==> config.mk <==
export PLATFORM = sky130hd
export DESIGN_NAME = flash_arbiter
export DESIGN_NICKNAME = d
export VERILOG_FILES = /design/src/rtl/flash_arb_pkg.sv /design/src/rtl/flash_arb_rr.sv /design/src/rtl/flash_arbiter.sv
export SDC_FILE = /design/constraint.sdc
export NUM_CORES = 1
export LEC_CHECK = 0
export CORE_MARGIN = 2
export CORE_UTILIZATION = 45
export CTS_BUF_LIST = sky130_fd_sc_hd__clkbuf_8
export CTS_CLUSTER_SIZE = 28
export DETAILED_ROUTE_END_ITERATION = 7
export PLACE_DENSITY = 0.81
export SYNTH_ARGS = -nofsm -noshare
export SYNTH_HDL_FRONTEND = slang
export SYNTH_HIERARCHICAL = 1
export SYNTH_SLANG_ARGS = --single-unit
==> constraint.sdc <==
create_clock -name clk -period 3.1 [get_ports clk]
set_input_delay 0.62 -clock clk [delete_from_list [all_inputs] [get_ports clk]]
set_output_delay 0.62 -clock clk [all_outputs]
set_load 0.02 [all_outputs]
==> src/rtl/flash_arb_pkg.sv <==
`default_nettype none
// ============================================================================
//  Module   : flash_arb_pkg
//  Purpose  : Shared types and constants for the DSPI flash reader arbiter.
//             Holds the arbiter state encoding and the flash address and
//             data widths.
//  Ports    : none (package)
//  Revision : 1.0  initial release
// ============================================================================
package flash_arb_pkg;

  localparam int FLASH_AW = 22;
  localparam int FLASH_DW = 16;

  typedef enum logic [2:0] {
    ST_IDLE  = 3'd0,
    ST_START = 3'd1,
    ST_WAIT  = 3'd2,
    ST_DONE  = 3'd3,
    ST_HIT   = 3'd4
  } arb_state_t;

endpackage
`default_nettype wire

==> src/rtl/flash_arb_rr.sv <==
`default_nettype none
// ============================================================================
//  Module   : flash_arb_rr
//  Purpose  : Combinational requester picker. Port 0 has fixed top priority.
//             Ports 1..NPORTS-1 are served round-robin, starting the scan at
//             rr_ptr and wrapping back to 1.
//  Ports    : req     [NPORTS] in   per-port request
//             rr_ptr  [IDXW]   in   first non-zero port to consider (1..N-1)
//             winner  [IDXW]   out  index of the selected port
//             valid   [1]      out  a port was selected
//  Revision : 1.0  initial release
// ============================================================================
module flash_arb_rr
  import flash_arb_pkg::*;
#(
  parameter int NPORTS = 3,
  parameter int IDXW   = 2
) (
  input  logic [NPORTS-1:0] req,
  input  logic [IDXW-1:0]   rr_ptr,
  output logic [IDXW-1:0]   winner,
  output logic              valid
);

  int              base;
  logic [IDXW-1:0] cand;

  // The scan runs from the farthest candidate down to the nearest one, so the
  // last match written is the port closest to rr_ptr.
  always_comb begin
    winner = '0;
    valid  = 1'b0;
    cand   = '0;
    base   = (rr_ptr == '0) ? 0 : int'(rr_ptr) - 1;
    if (req[0]) begin
      valid = 1'b1;
    end else begin
      for (int k = NPORTS - 2; k >= 0; k--) begin
        cand = IDXW'(((base + k) % (NPORTS - 1)) + 1);
        if (req[cand]) begin
          valid  = 1'b1;
          winner = cand;
        end
      end
    end
  end

endmodule
`default_nettype wire

==> src/rtl/flash_arbiter.sv <==
`default_nettype none
// ============================================================================
//  Module   : flash_arbiter
//  Purpose  : Shares one DSPI flash reader between NPORTS requesters.
//             Sequences the reader's cs/busy handshake, gates grants on
//             flash_ready, and returns each 16-bit word with a one-cycle ack.
//             A one-entry last-word cache answers repeated reads of the same
//             address without touching the flash.
//  Ports    : clk          in   system clock (shared with the flash reader)
//             resetn       in   synchronous active-low reset
//             req   [N]    in   per-port request, held until ack
//             addr  [N*22] in   per-port word address, port i at [22i+21:22i]
//             rdata [16]   out  read data, valid while ack is high
//             ack   [N]    out  one-hot single-cycle completion pulse
//             flash_ready  in   reader init complete
//             flash_busy   in   reader transfer in progress
//             flash_dout   in   reader data word
//             flash_addr   out  address to the reader
//             flash_cs     out  start strobe (reader acts on its rising edge)
//  Revision : 1.0  initial release
// ============================================================================
module flash_arbiter
  import flash_arb_pkg::*;
#(
  parameter int NPORTS        = 3,
  parameter int START_TIMEOUT = 8,
  parameter bit CACHE_EN      = 1'b1
) (
  input  logic                     clk,
  input  logic                     resetn,
  input  logic [NPORTS-1:0]        req,
  input  logic [NPORTS*FLASH_AW-1:0] addr,
  output logic [FLASH_DW-1:0]      rdata,
  output logic [NPORTS-1:0]        ack,
  input  logic                     flash_ready,
  input  logic                     flash_busy,
  input  logic [FLASH_DW-1:0]      flash_dout,
  output logic [FLASH_AW-1:0]      flash_addr,
  output logic                     flash_cs
);

  localparam int IDXW = (NPORTS > 1) ? $clog2(NPORTS) : 1;
  localparam int TW   = (START_TIMEOUT > 1) ? $clog2(START_TIMEOUT + 1) : 1;

  arb_state_t          state;
  logic [IDXW-1:0]     win_idx;
  logic [IDXW-1:0]     rr_ptr;
  logic [TW-1:0]       tcnt;
  logic                gap_cnt;
  logic                cache_valid;
  logic [FLASH_AW-1:0] cache_addr;
  logic [FLASH_DW-1:0] cache_data;

  logic [IDXW-1:0]     pick_idx;
  logic                pick_valid;
  logic [FLASH_AW-1:0] pick_addr;
  logic [NPORTS-1:0]   win_onehot;
  logic                cache_hit;

  logic [FLASH_AW-1:0] port_addr [NPORTS];

  generate
    for (genvar i = 0; i < NPORTS; i++) begin : g_port_addr
      assign port_addr[i] = addr[FLASH_AW*i +: FLASH_AW];
    end
  endgenerate

  flash_arb_rr #(
    .NPORTS (NPORTS),
    .IDXW   (IDXW)
  ) u_rr (
    .req    (req),
    .rr_ptr (rr_ptr),
    .winner (pick_idx),
    .valid  (pick_valid)
  );

  assign pick_addr  = port_addr[pick_idx];
  assign win_onehot = NPORTS'(1) << win_idx;
  assign cache_hit  = CACHE_EN && cache_valid && (cache_addr == pick_addr);

  always_ff @(posedge clk) begin
    if (!resetn) begin
      state       <= ST_IDLE;
      ack         <= '0;
      rdata       <= '0;
      flash_cs    <= 1'b0;
      flash_addr  <= '0;
      win_idx     <= '0;
      rr_ptr      <= IDXW'(1);
      tcnt        <= '0;
      gap_cnt     <= 1'b0;
      cache_valid <= 1'b0;
      cache_addr  <= '0;
      cache_data  <= '0;
    end else begin
      case (state)
        ST_IDLE: begin
          ack <= '0;
          if (flash_ready && pick_valid) begin
            win_idx <= pick_idx;
            if (cache_hit) begin
              state <= ST_HIT;
            end else begin
              flash_addr <= pick_addr;
              flash_cs   <= 1'b1;
              tcnt       <= '0;
              gap_cnt    <= 1'b0;
              state      <= ST_START;
            end
          end
        end

        // busy is honoured even during a retry gap: a late response to the
        // previous strobe still means the reader has started this address.
        ST_START: begin
          if (flash_busy) begin
            flash_cs <= 1'b0;
            state    <= ST_WAIT;
          end else if (flash_cs) begin
            if (tcnt == TW'(START_TIMEOUT - 1)) begin
              flash_cs <= 1'b0;
              gap_cnt  <= 1'b0;
            end else begin
              tcnt <= tcnt + 1'b1;
            end
          end else begin
            // Two low cycles give the reader's synchroniser a clean edge.
            if (gap_cnt) begin
              flash_cs <= 1'b1;
              tcnt     <= '0;
            end else begin
              gap_cnt <= 1'b1;
            end
          end
        end

        ST_WAIT: begin
          if (!flash_busy) begin
            rdata       <= flash_dout;
            cache_data  <= flash_dout;
            cache_addr  <= flash_addr;
            cache_valid <= 1'b1;
            ack         <= win_onehot;
            state       <= ST_DONE;
          end
        end

        ST_HIT: begin
          rdata <= cache_data;
          ack   <= win_onehot;
          state <= ST_DONE;
        end

        // ack is high during this state; req is deliberately not looked at.
        ST_DONE: begin
          ack <= '0;
          if (win_idx != '0) begin
            rr_ptr <= (win_idx == IDXW'(NPORTS - 1)) ? IDXW'(1) : win_idx + 1'b1;
          end
          state <= ST_IDLE;
        end

        default: begin
          state    <= ST_IDLE;
          ack      <= '0;
          flash_cs <= 1'b0;
        end
      endcase
    end
  end

endmodule
`default_nettype wire

== After elaboration in Yosys (flattened, before gate mapping) ==
Cells that the tools add are included.

* Output and inout bits: 42
* Bits of input ports: 89
* Register bits after elaboration: 93
* Logic and storage cells: 106

* $add $sub $neg: 6
* Mux-type cells: 44
* Bitwise operators: 7
* Equal/unequal tests: 15
* Magnitude comparators: 3
* Shift-type cells: 1
* Reductions and logical operators: 18

{| class="wikitable"
|+ Operator list
! cell !! count
|-
| $bmux 22 s2 || 1
|-
| $mux 22 || 2
|-
| $add 32x2->32 const B || 1
|-
| $mux 32 || 1
|-
| $pmux 16 s2 || 1
|-
| $mux 4 || 6
|-
| $eq 22x22->1 || 1
|-
| $mux 1 || 16
|-
| $mux 16 || 1
|-
| $mux 3 || 5
|-
| $pmux 3 s4 || 1
|-
| $ne 2x2->1 const B || 5
|-
| $reduce_and 2->1 || 5
|-
| $ne 3x3->1 const B || 3
|-
| $pmux 3 s3 || 1
|-
| $reduce_and 3->1 || 3
|-
| $mux 2 || 4
|-
| $pmux 4 s2 || 1
|-
| $eq 3x2->1 const B || 2
|-
| $lt 2x3->1 const B || 2
|-
| $reduce_and 6->1 || 1
|-
| $reduce_bool 2->1 || 3
|-
| $reduce_and 5->1 || 1
|-
| $add 2x2->2 const B || 2
|-
| other kinds (19) || 25
|}

== Logic depth before layout (Yosys ltp) ==
Gate-level depths: netlist (run 1).

* Word-level depth: 19
* Gate-level depth with buffers: 15
* Mapped depth without buffers: 10

== Modules after synthesis ==
The synthesis (run 1) kept the hierarchy.

{| class="wikitable"
|+ By module, submodules not included
! module !! cells an instance !! sequential area each (µm²) !! instances !! area each (µm²)
|-
| flash_arbiter || 578 || 1,861.8 || 1 || 4,524.3
|-
| flash_arb_rr || 7 || 0.0 || 1 || 40.0
|}

== Worst setup path after synthesis (run 1) ==
No wires, ideal clock.

* Path kind: input port to flip-flop
* Start: input req[0]
* End: register flash_addr[0]
* Stages: 13
* Buffers on the path: 3
* Path slack: 0.165 ns
* Data required time: 2.956 ns
* Library setup time: 0.144 ns
* Data arrival time: 2.791 ns
* Cells stage by stage: nand2b_1 -> a21oi_1 -> buf_6 -> buf_6 -> mux2i_1 -> o32ai_1 -> nor4_1 -> nand4_1 -> nor4b_2 -> nand4_1 -> clkbuf_1 -> a21oi_1 -> a211oi_1

* Word-level cells in the longest chain between the ends: 13
* Elaborated cells on any way between the ends: 19
* Those cells by class: 1 x eq/ne; 13 x mux; 2 x bitwise; 3 x reduce/logical

{| class="wikitable"
|+ RTL lines
! element !! line !! source
|-
| from (decl) || flash_arbiter.sv:31 || <nowiki>input logic [NPORTS-1:0] req,</nowiki>
|-
| $bmux 1 s2 || flash_arb_rr.sv:40 || <nowiki>if (req[cand]) begin</nowiki>
|-
| $mux 1 (not written as such) || flash_arb_rr.sv:40 ||
|-
| $mux 2 (2 in series) || flash_arb_rr.sv:40 ||
|-
| $mux 2 (*) || flash_arb_rr.sv:35 || <nowiki>if (req[0]) begin</nowiki>
|-
| named net pick_idx[1] || flash_arbiter.sv:54 || <nowiki>logic [IDXW-1:0] pick_idx;</nowiki>
|-
| $not 2->3 (not written as such) (*) || flash_arbiter.sv:78 || <nowiki>assign pick_addr = port_addr[pick_idx];</nowiki>
|-
| $bmux 22 s2 (*) || flash_arbiter.sv:78 ||
|-
| $mux 22 (not written as such) (*) (2 in series) || flash_arbiter.sv:78 ||
|-
| $eq 22x22->1 || flash_arbiter.sv:80 || <nowiki>assign cache_hit = CACHE_EN && cache_valid && (cache_addr == pick_addr);</nowiki>
|-
| $logic_and 1x1->1 || flash_arbiter.sv:80 ||
|-
| $not 1->1 (no line) || n/a ||
|-
| $reduce_and 3->1 (no line) || n/a ||
|-
| to (signal assigned) || flash_arbiter.sv:105 || <nowiki>flash_addr <= pick_addr;</nowiki>
|-
| to (decl) || flash_arbiter.sv:38 || <nowiki>output logic [FLASH_AW-1:0] flash_addr,</nowiki>
|}

The timed path passes the listed nets; every way through them passes the cells marked *. The select of a mux whose other input is x is not followed.
A chain may end at the register's enable or synchronous reset.

== Final worst setup path (run 1) ==
* Start: input addr[34]
* End: register flash_addr[7]

* Word-level cells in the longest chain between the ends: 7

{| class="wikitable"
|+ RTL lines
! element !! line !! source
|-
| from (decl) || flash_arbiter.sv:32 || <nowiki>input logic [NPORTS*FLASH_AW-1:0] addr,</nowiki>
|-
| $bmux 22 s2 || flash_arbiter.sv:78 ||
|-
| $mux 22 (not written as such) (2 in series) || flash_arbiter.sv:78 ||
|-
| $eq 22x22->1 || flash_arbiter.sv:80 ||
|-
| $logic_and 1x1->1 || flash_arbiter.sv:80 ||
|-
| $not 1->1 (no line) || n/a ||
|-
| $reduce_and 3->1 (no line) || n/a ||
|}

No other way between the ends. The select of a mux whose other input is x is not followed.

==> reports/metrics.yaml, run 1 <==
status: "finished, final reports clean"
drv_slew: 0
clock_path_buffers: 2
path_class: "in -> reg"
worstSkewPairLatency_ns: 0.37
ys_top_cells_by_count: "nand2_1, dfxtp_1, a21oi_1, clkbuf_1, nor2_1"
hpwl_um: 10600
async_flop_share_pct: 0
min_period_over_period_pct: 95.4
critPathMaxFanout: 6
ys_types: 53
cp_top_family: "compound AO/OA/AOI/OAI gates"
synth_top_area_share_pct: 40.8
fin_cells: 886
syn_avg_cell_area_um2: 7.80
cp_cell_sequence: "clkdlybuf4s50_1 -> nor2b_1 -> a221o_1 -> o31a_1 -> a2111oi_2 -> buf_4 -> nor4b_4 -> and4_4 -> buf_12 -> buf_16 -> nor3_1 -> nor3_2"
finClkSkew_ns: 0.0166
yosysMostFrequentCell: "nand2_1"
initial_core_util_pct: 46.5
dpl_cell_area_mm2: 0.00624
ys_top_cells_by_area: "dfxtp_1, nand2_1, a21oi_1"
hold_violations: 0
worstHoldPathCells: 2
design_area_mm2: 0.00685
leakage_uw: 0.00244
vias: 5111
yosys_most_used_dff: "dfxtp_1"
ant_nets: 0
postCtsHoldBufs: 0
min_period_ns: 2.96
hold_start: "cache_data[3]"
crit_arrival_ns: 3.27
fmax_mhz: 338
fp.coreArea_mm2: 0.00982
grt_pass1_vias: 5156
maxSlewHeadroom_pct: 23.1
critPathLaunch: "addr[34]"
cts_buffers: 9
cellPowerDensity_mw_per_mm2: 410
yosysSeqAreaShare_pct: 40.8
place.gp.congestion: 1.00
cts_htree_levels: 3
clkSlewWorstSetupHoldPaths_ns: 0.11
area_delta_synth_final_pct: 50.0
drt_pass1_iterations: 5
grt_antenna_before_repair: 0
dp.cells: 851
drtIter0Drc: 381
synth_edf_count: 0
n_antenna_cell: 0
max-vdd-ir-drop_v: 0.000310
cts_tree: "done"
yosys_warnings: 6
setup_viol: 0
max_stage_delay_ns: 0.44
drcViolationCount: 0
syn-cell-area_mm2: 0.00456
final_util_pct: 69.7
fp.dieW_um: 105
core.rowCount: 36
syn_nets: 675
cts.sinks: 93
crit_buf_inv: 4
r2r-start: "rr_ptr[0]"
dieHeight_um: 105
cts-root-buf: "clkbuf_8"
syn-instance-count: 585
worstSetupEndpointType: "flop"
maxCapViolCount: 0
grt-ovfl-total: 0
reg2reg_depth: 13
dieArea_mm2: 0.0110
whs_ns: 0.460
hold_class: "reg -> reg"
io_buffer_count: 130
start_kind: "input port"
grt_pass1_wl_um: 25200
tightest_slew_ns: 1.15
synth.largest_area_cell: "dfxtp_1"
drive_above_1_share_pct: 17.4
wl_per_cell_um: 18.1
finalPower_uw: 2810
grt_max_degree: 56
grt_usage_pct: 28.2
via_per_inst: 5.77
nets: 838
synth_seq_cells: 93
cp_slowest_cell: "clkdlybuf4s50_1"
routed_wl_um: 16000
worst-path-stages: 12
rsz0062_at_grt: "no"
io-pin-count: 131
required_ns: 3.41
final timing paths:
path / to / slack [ns]
worst max-delay path: flash_addr[7] / 0.14
worst min-delay path: cache_data[3] / 0.46
worst max register to register: flash_addr[7] / 0.14
worst min register to register: cache_data[3] / 0.46
state kept, by name, indices dropped and copies added, names as in the netlist:
| register | cells |
|---|---|
| tcnt | 4 |
| flash_addr | 22 |
| rr_ptr | 2 |
| state | 3 |
| cache_valid | 1 |
| flash_cs | 1 |
| gap_cnt | 1 |
| win_idx | 2 |
| cache_data | 16 |
| rdata | 16 |
| cache_addr | 22 |
| ack | 3 |
where the power goes:
group	total, uW	switching (uW)	internal (uW)
Clock	882	489	393
Sequential	1290	46.7	1240
Combinational	638	312	326
cell families (layout without fill, tap and decap cells):
family | after synthesis | in the layout | share of synthesized area, %
buffers and inverters | 64 | 232 | 6.22
AND/OR/NAND/NOR | 228 | 228 | 23.5
multiplexers | 26 | 26 | 5.70
XOR/XNOR | 7 | 7 | 1.34
AO/OA/AOI/OAI | 166 | 166 | 22.2
flip-flops | 93 | 93 | 40.8
adder cells (fa/ha/maj) | 1 | 1 | 0.274
worst reg2reg max path, stage by stage (launching register included):
cell and delay [ns]:
dfxtp_2 0.35, nand2b_4 0.15, a21oi_4 0.29, buf_4 0.18, mux2i_2 0.25, a221oi_1 0.15, a2111oi_2 0.37, buf_4 0.19
nor4b_4 0.23, and4_4 0.35, buf_12 0.13, buf_16 0.11, nor3_1 0.05, nor3_2 0.11
metrics by stage:
| step | setup TNS [ns] | setup slack, ns |
|---|---|---|
| 6_report | 0 | 0.142 |
| 4_1_cts | 0 | 0.0646 |
| 3_3_place_gp | -17.51 | -0.670 |
| 5_1_grt | 0 | 0.0127 |
| 3_5_place_dp | -19.61 | -0.757 |
| 2_1_floorplan | 0 | 0.165 |
cell usage in the layout, fill, tap and decap left out, drive strengths merged, types with 4 or more instances in the layout:
master and instances:
nand2 124, buf 65, o21ai 24, nand3 4, nor3 33, nand3b 7
dfxtp 93, nand2b 5, o22ai 8, a31oi 17, clkbuf 12, clkdlybuf4s50 127
mux2i 26, a21oi 76, a211oi 10, nor4 5, inv 26, nor2 31
o211ai 7, xor2 4, nor2b 5
cell type report:
class	count	area, um2
flip-flops and latches	93	1870
well taps	133	166
clock inverters	7	86.3
repair buffers	195	1900
fillers	784	2970
clock buffers	9	124
multi-input cells	428	2630
inverters	21	78.8
metal layers:
| layer | GRT usage [%] | vias to the layer above | share of wire (%) |
|---|---|---|---|
| met5 | 0 | - | 0 |
| met4 | 13.7 | 0 | 3.2 |
| met3 | 6.74 | 51 | 9.3 |
| met2 | 48.1 | 300 | 49 |
| met1 | 33.2 | 2376 | 39 |
| li1 | - | 2384 | - |
timing repair:
| item | in CTS | in global routing |
|---|---|---|
| endpoints found under the setup margin | 30 | 30 |
| pin swaps | 8 | 15 |
| gates cloned | 2 | 0 |
| resized for setup | 27 | 39 |
| setup buffers | 5 | 13 |
No activity file was read; power rests on OpenSTA's default activity.
==> run 2, diff against run 1 <==
--- a/config.mk
+++ b/config.mk
@@ -8,7 +8,7 @@
 export CORE_MARGIN = 2
 export CORE_UTILIZATION = 45
 export CTS_BUF_LIST = sky130_fd_sc_hd__clkbuf_8
-export CTS_CLUSTER_SIZE = 28
+export CTS_CLUSTER_SIZE = 24
 export DETAILED_ROUTE_END_ITERATION = 7
 export PLACE_DENSITY = 0.81
 export SYNTH_ARGS = -nofsm -noshare
==> results of run 2 <==
No change in the layout: final DEF, timing and power equal those of run 1.
